`src/rtl/mux_scan_ctrl_if.sv`:
```
// Signal bundle between a scan requester / downstream 2:1 mux and mux_scan_ctrl.
interface mux_scan_ctrl_if;
   logic Start;
   logic Cont;
   logic En0;
   logic En1;
   logic Y;
   logic S;
   logic Sample0;
   logic Sample1;
   logic Valid;
   logic Busy;

   modport master (
      output Start, Cont, En0, En1, Y,
      input  S, Sample0, Sample1, Valid, Busy
   );

   modport slave (
      input  Start, Cont, En0, En1, Y,
      output S, Sample0, Sample1, Valid, Busy
   );
endinterface

```
`src/rtl/mux_scan_ctrl.sv`:
```
// Scans the two inputs of an external 2:1 mux: drives its select, lets it settle,
// majority-votes DWELL samples of its output per enabled channel, then pulses Valid.
module mux_scan_ctrl #(
   parameter int DWELL  = 4,
   parameter int SETTLE = 1
) (
   input logic            Clk,
   input logic            Reset_n,
   mux_scan_ctrl_if.slave bus
);
   localparam int         OW          = $clog2(DWELL + 1);
   localparam logic [7:0] SETTLE_LAST = 8'(SETTLE - 1);
   localparam logic [7:0] DWELL_LAST  = 8'(DWELL - 1);
   localparam logic [9:0] DWELL_THR   = 10'(DWELL);

   typedef enum logic [1:0] {
      ST_IDLE   = 2'd0,
      ST_SETTLE = 2'd1,
      ST_DWELL  = 2'd2,
      ST_DONE   = 2'd3
   } state_t;

   // With no settle time a channel goes straight into sampling.
   localparam state_t FIRST_PHASE = (SETTLE == 0) ? ST_DWELL : ST_SETTLE;

   state_t        state_q, state_d;
   logic [7:0]    cnt_q, cnt_d;
   logic [OW-1:0] ones_q, ones_d;
   logic          en0_q, en0_d;
   logic          en1_q, en1_d;
   logic          s_q, s_d;
   logic          sample0_q, sample0_d;
   logic          sample1_q, sample1_d;
   logic          valid_q, valid_d;
   logic          busy_q, busy_d;
   logic [OW-1:0] ones_sum_s;
   logic          vote_s;

   // State register and registered outputs, synchronous active-low reset.
   always_ff @(posedge Clk) begin
      if (!Reset_n) begin
         state_q   <= ST_IDLE;
         cnt_q     <= 8'd0;
         ones_q    <= '0;
         en0_q     <= 1'b0;
         en1_q     <= 1'b0;
         s_q       <= 1'b0;
         sample0_q <= 1'b0;
         sample1_q <= 1'b0;
         valid_q   <= 1'b0;
         busy_q    <= 1'b0;
      end else begin
         state_q   <= state_d;
         cnt_q     <= cnt_d;
         ones_q    <= ones_d;
         en0_q     <= en0_d;
         en1_q     <= en1_d;
         s_q       <= s_d;
         sample0_q <= sample0_d;
         sample1_q <= sample1_d;
         valid_q   <= valid_d;
         busy_q    <= busy_d;
      end
   end

   // Next-state, counter and output computation.
   always_comb begin
      state_d    = state_q;
      cnt_d      = cnt_q;
      ones_d     = ones_q;
      en0_d      = en0_q;
      en1_d      = en1_q;
      s_d        = s_q;
      sample0_d  = sample0_q;
      sample1_d  = sample1_q;
      // Vote includes the sample taken on the current edge; a tie votes 0.
      ones_sum_s = ones_q + OW'(bus.Y);
      vote_s     = (10'(ones_sum_s) + 10'(ones_sum_s)) > DWELL_THR;

      case (state_q)
         ST_IDLE: begin
            if (bus.Start && (bus.En0 || bus.En1)) begin
               en0_d   = bus.En0;
               en1_d   = bus.En1;
               s_d     = ~bus.En0;
               cnt_d   = 8'd0;
               ones_d  = '0;
               state_d = FIRST_PHASE;
            end else begin
               state_d = ST_IDLE;
            end
         end
         ST_SETTLE: begin
            if (cnt_q == SETTLE_LAST) begin
               cnt_d   = 8'd0;
               state_d = ST_DWELL;
            end else begin
               cnt_d   = cnt_q + 8'd1;
            end
         end
         ST_DWELL: begin
            if (cnt_q == DWELL_LAST) begin
               cnt_d  = 8'd0;
               ones_d = '0;
               if (s_q) begin
                  sample1_d = vote_s;
               end else begin
                  sample0_d = vote_s;
               end
               // Channel 1 follows channel 0 only when it was latched enabled.
               if (!s_q && en0_q && en1_q) begin
                  s_d     = 1'b1;
                  state_d = FIRST_PHASE;
               end else begin
                  state_d = ST_DONE;
               end
            end else begin
               cnt_d  = cnt_q + 8'd1;
               ones_d = ones_sum_s;
            end
         end
         ST_DONE: begin
            if (bus.Cont && (bus.En0 || bus.En1)) begin
               en0_d   = bus.En0;
               en1_d   = bus.En1;
               s_d     = ~bus.En0;
               cnt_d   = 8'd0;
               ones_d  = '0;
               state_d = FIRST_PHASE;
            end else begin
               state_d = ST_IDLE;
            end
         end
         default: begin
            state_d = ST_IDLE;
         end
      endcase

      // Valid is registered off DONE, so it lands one edge after the DONE state.
      valid_d = (state_q == ST_DONE);
      busy_d  = (state_d != ST_IDLE);
   end

   assign bus.S       = s_q;
   assign bus.Sample0 = sample0_q;
   assign bus.Sample1 = sample1_q;
   assign bus.Valid   = valid_q;
   assign bus.Busy    = busy_q;
endmodule

```
`src/flat_wrapper.sv`:
```
// flat-port wrapper written by rule: the top's interface ports become plain ports
module mux_scan_ctrl_flat 
#(
   parameter int DWELL  = 4,
   parameter int SETTLE = 1
)
  (Clk, Reset_n, bus_Start, bus_Cont, bus_En0, bus_En1, bus_Y, bus_S, bus_Sample0, bus_Sample1, bus_Valid, bus_Busy);
  mux_scan_ctrl_if bus_i ();
  input logic Clk;
  input logic Reset_n;
  input wire logic [$bits(bus_i.Start)-1:0] bus_Start;
  input wire logic [$bits(bus_i.Cont)-1:0] bus_Cont;
  input wire logic [$bits(bus_i.En0)-1:0] bus_En0;
  input wire logic [$bits(bus_i.En1)-1:0] bus_En1;
  input wire logic [$bits(bus_i.Y)-1:0] bus_Y;
  output wire logic [$bits(bus_i.S)-1:0] bus_S;
  output wire logic [$bits(bus_i.Sample0)-1:0] bus_Sample0;
  output wire logic [$bits(bus_i.Sample1)-1:0] bus_Sample1;
  output wire logic [$bits(bus_i.Valid)-1:0] bus_Valid;
  output wire logic [$bits(bus_i.Busy)-1:0] bus_Busy;
  assign bus_i.Start = bus_Start;
  assign bus_i.Cont = bus_Cont;
  assign bus_i.En0 = bus_En0;
  assign bus_i.En1 = bus_En1;
  assign bus_i.Y = bus_Y;
  assign bus_S = bus_i.S;
  assign bus_Sample0 = bus_i.Sample0;
  assign bus_Sample1 = bus_i.Sample1;
  assign bus_Valid = bus_i.Valid;
  assign bus_Busy = bus_i.Busy;
  mux_scan_ctrl #(.DWELL(DWELL), .SETTLE(SETTLE)) u_core (.Clk(Clk), .Reset_n(Reset_n), .bus(bus_i));
endmodule
```
`config.mk`:
```
export PLATFORM = sky130hd
export DESIGN_NAME = mux_scan_ctrl_flat
export DESIGN_NICKNAME = d
export VERILOG_FILES = /design/src/rtl/mux_scan_ctrl_if.sv /design/src/rtl/mux_scan_ctrl.sv /design/src/flat_wrapper.sv
export SDC_FILE = /design/constraint.sdc
export NUM_CORES = 1
export LEC_CHECK = 0
export ABC_AREA = 1
export BUFFER_PORTS_ARGS = -buffer_cell sky130_fd_sc_hd__buf_2
export CORE_MARGIN = 1.5
export CORE_UTILIZATION = 53
export DETAILED_ROUTE_END_ITERATION = 12
export PLACE_DENSITY_LB_ADDON = 0.08
export SYNTH_ARGS = -nofsm -noshare
export SYNTH_HDL_FRONTEND = slang
export SYNTH_SLANG_ARGS = --single-unit
```
`constraint.sdc`:
```
create_clock -name Clk -period 1.75 [get_ports Clk]
set_input_delay 0.35 -clock Clk [delete_from_list [all_inputs] [get_ports Clk]]
set_output_delay 0.35 -clock Clk [all_outputs]
set_load 0.05 [all_outputs]
```
==> run summary <==
largest net degree at the start of global routing - 12
Pwr Density - 665 nW/um^2
post-place setup slack - 0.211 ns
Ant. Diodes - 0
PortBufs - 11
Setup Viol. Count Final - 0
I/O pin total - 12
Die X - 51.0 um
Seq pwr share - 55.1%
Starting Density - 55.8%
P&R area growth vs syn - 7.88%
die area - 2600 sq um
cells along the critical path - inv_1 > ha_1 > nand2_2 > nand2_4 > inv_2 > nand2_2 > nand2_4 > nor2_2
Netlist Area Pre-Place - 1220 sq um
total of max-cap violations - 0
residual DRC count - 0
RSZ-0062 raised after global routing - no
Max IR drop VDD - 0.416 mV
HP Class - input pin to flop
Clock Latency Late Sink - 0.31 ns
final hold viol count - 0
HPWL after DPL - 1900 um
crit path max-delay cell type - dfxtp_1
biggest area consumer among synthesized cells - dfxtp_1
DRT Pass-1 Iters - 4
Syn Area/Cell - 7.28 sq um
post-cts hold buffer count - 0
Slew HR - 83.0%
Comb pwr share - 19.6%
Slew Limit Fails - 0
Worst Skew - 0.00924 ns
Post-synth top cells - nand2_1 (35), dfxtp_1 (20), inv_1 (17), nor2_1 (17), nand2_2 (10)
Crit Reg-Reg Startpoint - u_core.state_q[1]
TNS Setup - 0 ns
R2R Setup Slk - 0.27 ns
grt ovf - 0
CTS Buf Count - 3
GRT Total Usage - 21.6%
CTS tree - done
Post-Synthesis Cells - 168
Synth Warn # - 0
post-synthesis sequential area ratio - 32.8%
CP peak stage delay - 0.40 ns
syn_nets - 184
DR vias/cell - 4.97
Netlist cell types - 26
ys flop type - dfxtp_1
vias in the first global route - 973
routed length per instance - 11.3 um
CP Class - flop to flop
top-count cell post-synth - nand2_1
Post-CTS Resized - 0
r2r worst-path depth - 8
register bit total from synthesis - 20
status - finished, final reports clean
CP endpoint kind - flop
H-tree levels - 1
minimum clock period - 1.48 ns
Sw Pwr - 0.271 mW
antenna violations before repair - 0
Final WS setup - 0.270 ns
clock-pin slew on the worst setup and hold paths - 0.11 ns
Post-layout nets - 198
RePlAce Congestion - 0.852
P_leak - 0.637 nW
CP Max Fanout - 11
worst path required time - 1.95 ns
Pint - 0.606 mW
fraction of layout cells with a size suffix above 1 - 25.0%
Initial DRC Count - 22
Die Y - 51.0 um
# fillers - 222
Worst Hold Depth - 3
Final Cycle Share - 84.5%
Max Clock Freq - 676 MHz
first-pass GRT wire length - 4150 um
postcts setup bufs - 0
antenna-violating nets left - 0
worst hold start - Reset_n
Critical Path AT - 1.68 ns
Hold Path End - u_core.bus.S
Std-Cell Rows - 17
core area - 2190 sq um
Post-synth ARST share - 0%
switching share of power - 30.9%
via count - 1033
root buffer cell - clkbuf_4
slew at the pin closest to its max-slew limit - 0.255 ns
number of synthesized flops with an enable pin - 0
WL final - 2360 um
Longest Clk Path Bufs - 2
CP Launch Type - flop
post-synth top area share - 32.8%
CTS Sinks - 20
Clock power frac - 25.3%
Synth area leaders - dfxtp_1 (33%), nand2_1 (11%), ha_1 (9.2%)
FF-to-FF End - u_core.cnt_q[1]
sequential cells by signal (all words and copies together), names as in the netlist:
register,count
u_core.ones_q,3
u_core.en0_q,1
u_core.cnt_q,8
u_core.bus.Sample0,1
u_core.bus.Sample1,1
u_core.bus.Valid,1
u_core.state_q,2
u_core.bus.Busy,1
u_core.bus.S,1
u_core.en1_q,1
worst max-delay path by stage:
stage | startpoint | endpoint | slack (ns) | cells after the start
after floorplan | u_core.bus.S | u_core.bus.S | 0.40 | 6
final | u_core.state_q[1] | u_core.cnt_q[1] | 0.27 | 8
after global routing | u_core.state_q[1] | u_core.cnt_q[6] | 0.14 | 9
after detailed placement | bus_Y | u_core.bus.Sample0 | 0.21 | 7
after CTS | u_core.cnt_q[1] | u_core.cnt_q[1] | 0.28 | 8
after global placement | bus_Y | u_core.bus.Sample1 | 0.24 | 7
critical path, delay by kind of cell, from the launching register on:
kind | cells | cell delay [ns]
buffers and inverters | 2 | 0.27
adders and majority gates | 1 | 0.25
DFF | 1 | 0.40
and+or+nand+nor | 5 | 0.44
layout make-up:
type	instances	area, sq um	share of cell area (%)
repair buffers	11	55.1	4.17
well taps	28	35.0	2.66
flip-flops and latches	20	400	30.4
inverters	22	82.6	6.26
multi-input cells	124	723	54.8
clock buffers	3	22.5	1.71
cells in the final DEF, fill, tap and decap left out, types with 3 or more instances in the layout:
master / instances
o21ai_0: 3
inv_1: 17
o21ai_1: 5
nor2_2: 7
a21oi_1: 8
nand2_4: 3
nand2_2: 10
buf_2: 11
clkbuf_4: 3
nand2_1: 35
dfxtp_1: 20
inv_2: 5
nand3_1: 9
nor2_1: 17
ha_1: 9
cell families after synthesis:
group                    after synthesis  share of synthesized area (%)
AO/OA/AOI/OAI                         23                           11.1
XOR/XNOR                               2                           1.43
adder cells (fa/ha/maj)                9                           9.21
buffers and inverters                 24                           8.09
flip-flops                            20                           32.8
AND/OR/NAND/NOR                       90                           37.5
power groups by stage:
stage	logic, mW	registers [mW]	clock network [mW]
CTS	0.172	0.483	0.227
finish	0.172	0.483	0.222
global placement	0.171	0.492	0
floorplan	0.123	0.512	0
detailed placement	0.172	0.493	0
global route	0.192	0.485	0.241
metal layers:
layer / track usage, % / wire [um] / share of wire (%)
met2: 32.7 / 1010 / 43
met1: 30.3 / 1240 / 52
met3: 3.51 / 60 / 2.5
met5: 0 / 0 / 0
met4: 9.46 / 49 / 2.1
metrics by stage:
step | total power [mW] | std cells | utilization (%) | cell area [sq um] | hold WS, ns
2_1_floorplan | 0.635 | 168 | - | 1220 | 0.432
3_3_place_gp | 0.663 | 205 | 59.2 | 1300 | 0.457
3_5_place_dp | 0.665 | 205 | 59.2 | 1300 | 0.472
4_1_cts | 0.882 | 208 | 60.2 | 1320 | 0.358
5_1_grt | 0.918 | 208 | 60.2 | 1320 | 0.374
6_report | 0.876 | 208 | 60.2 | 1320 | 0.359
Power figures use the tool's default switching activity.
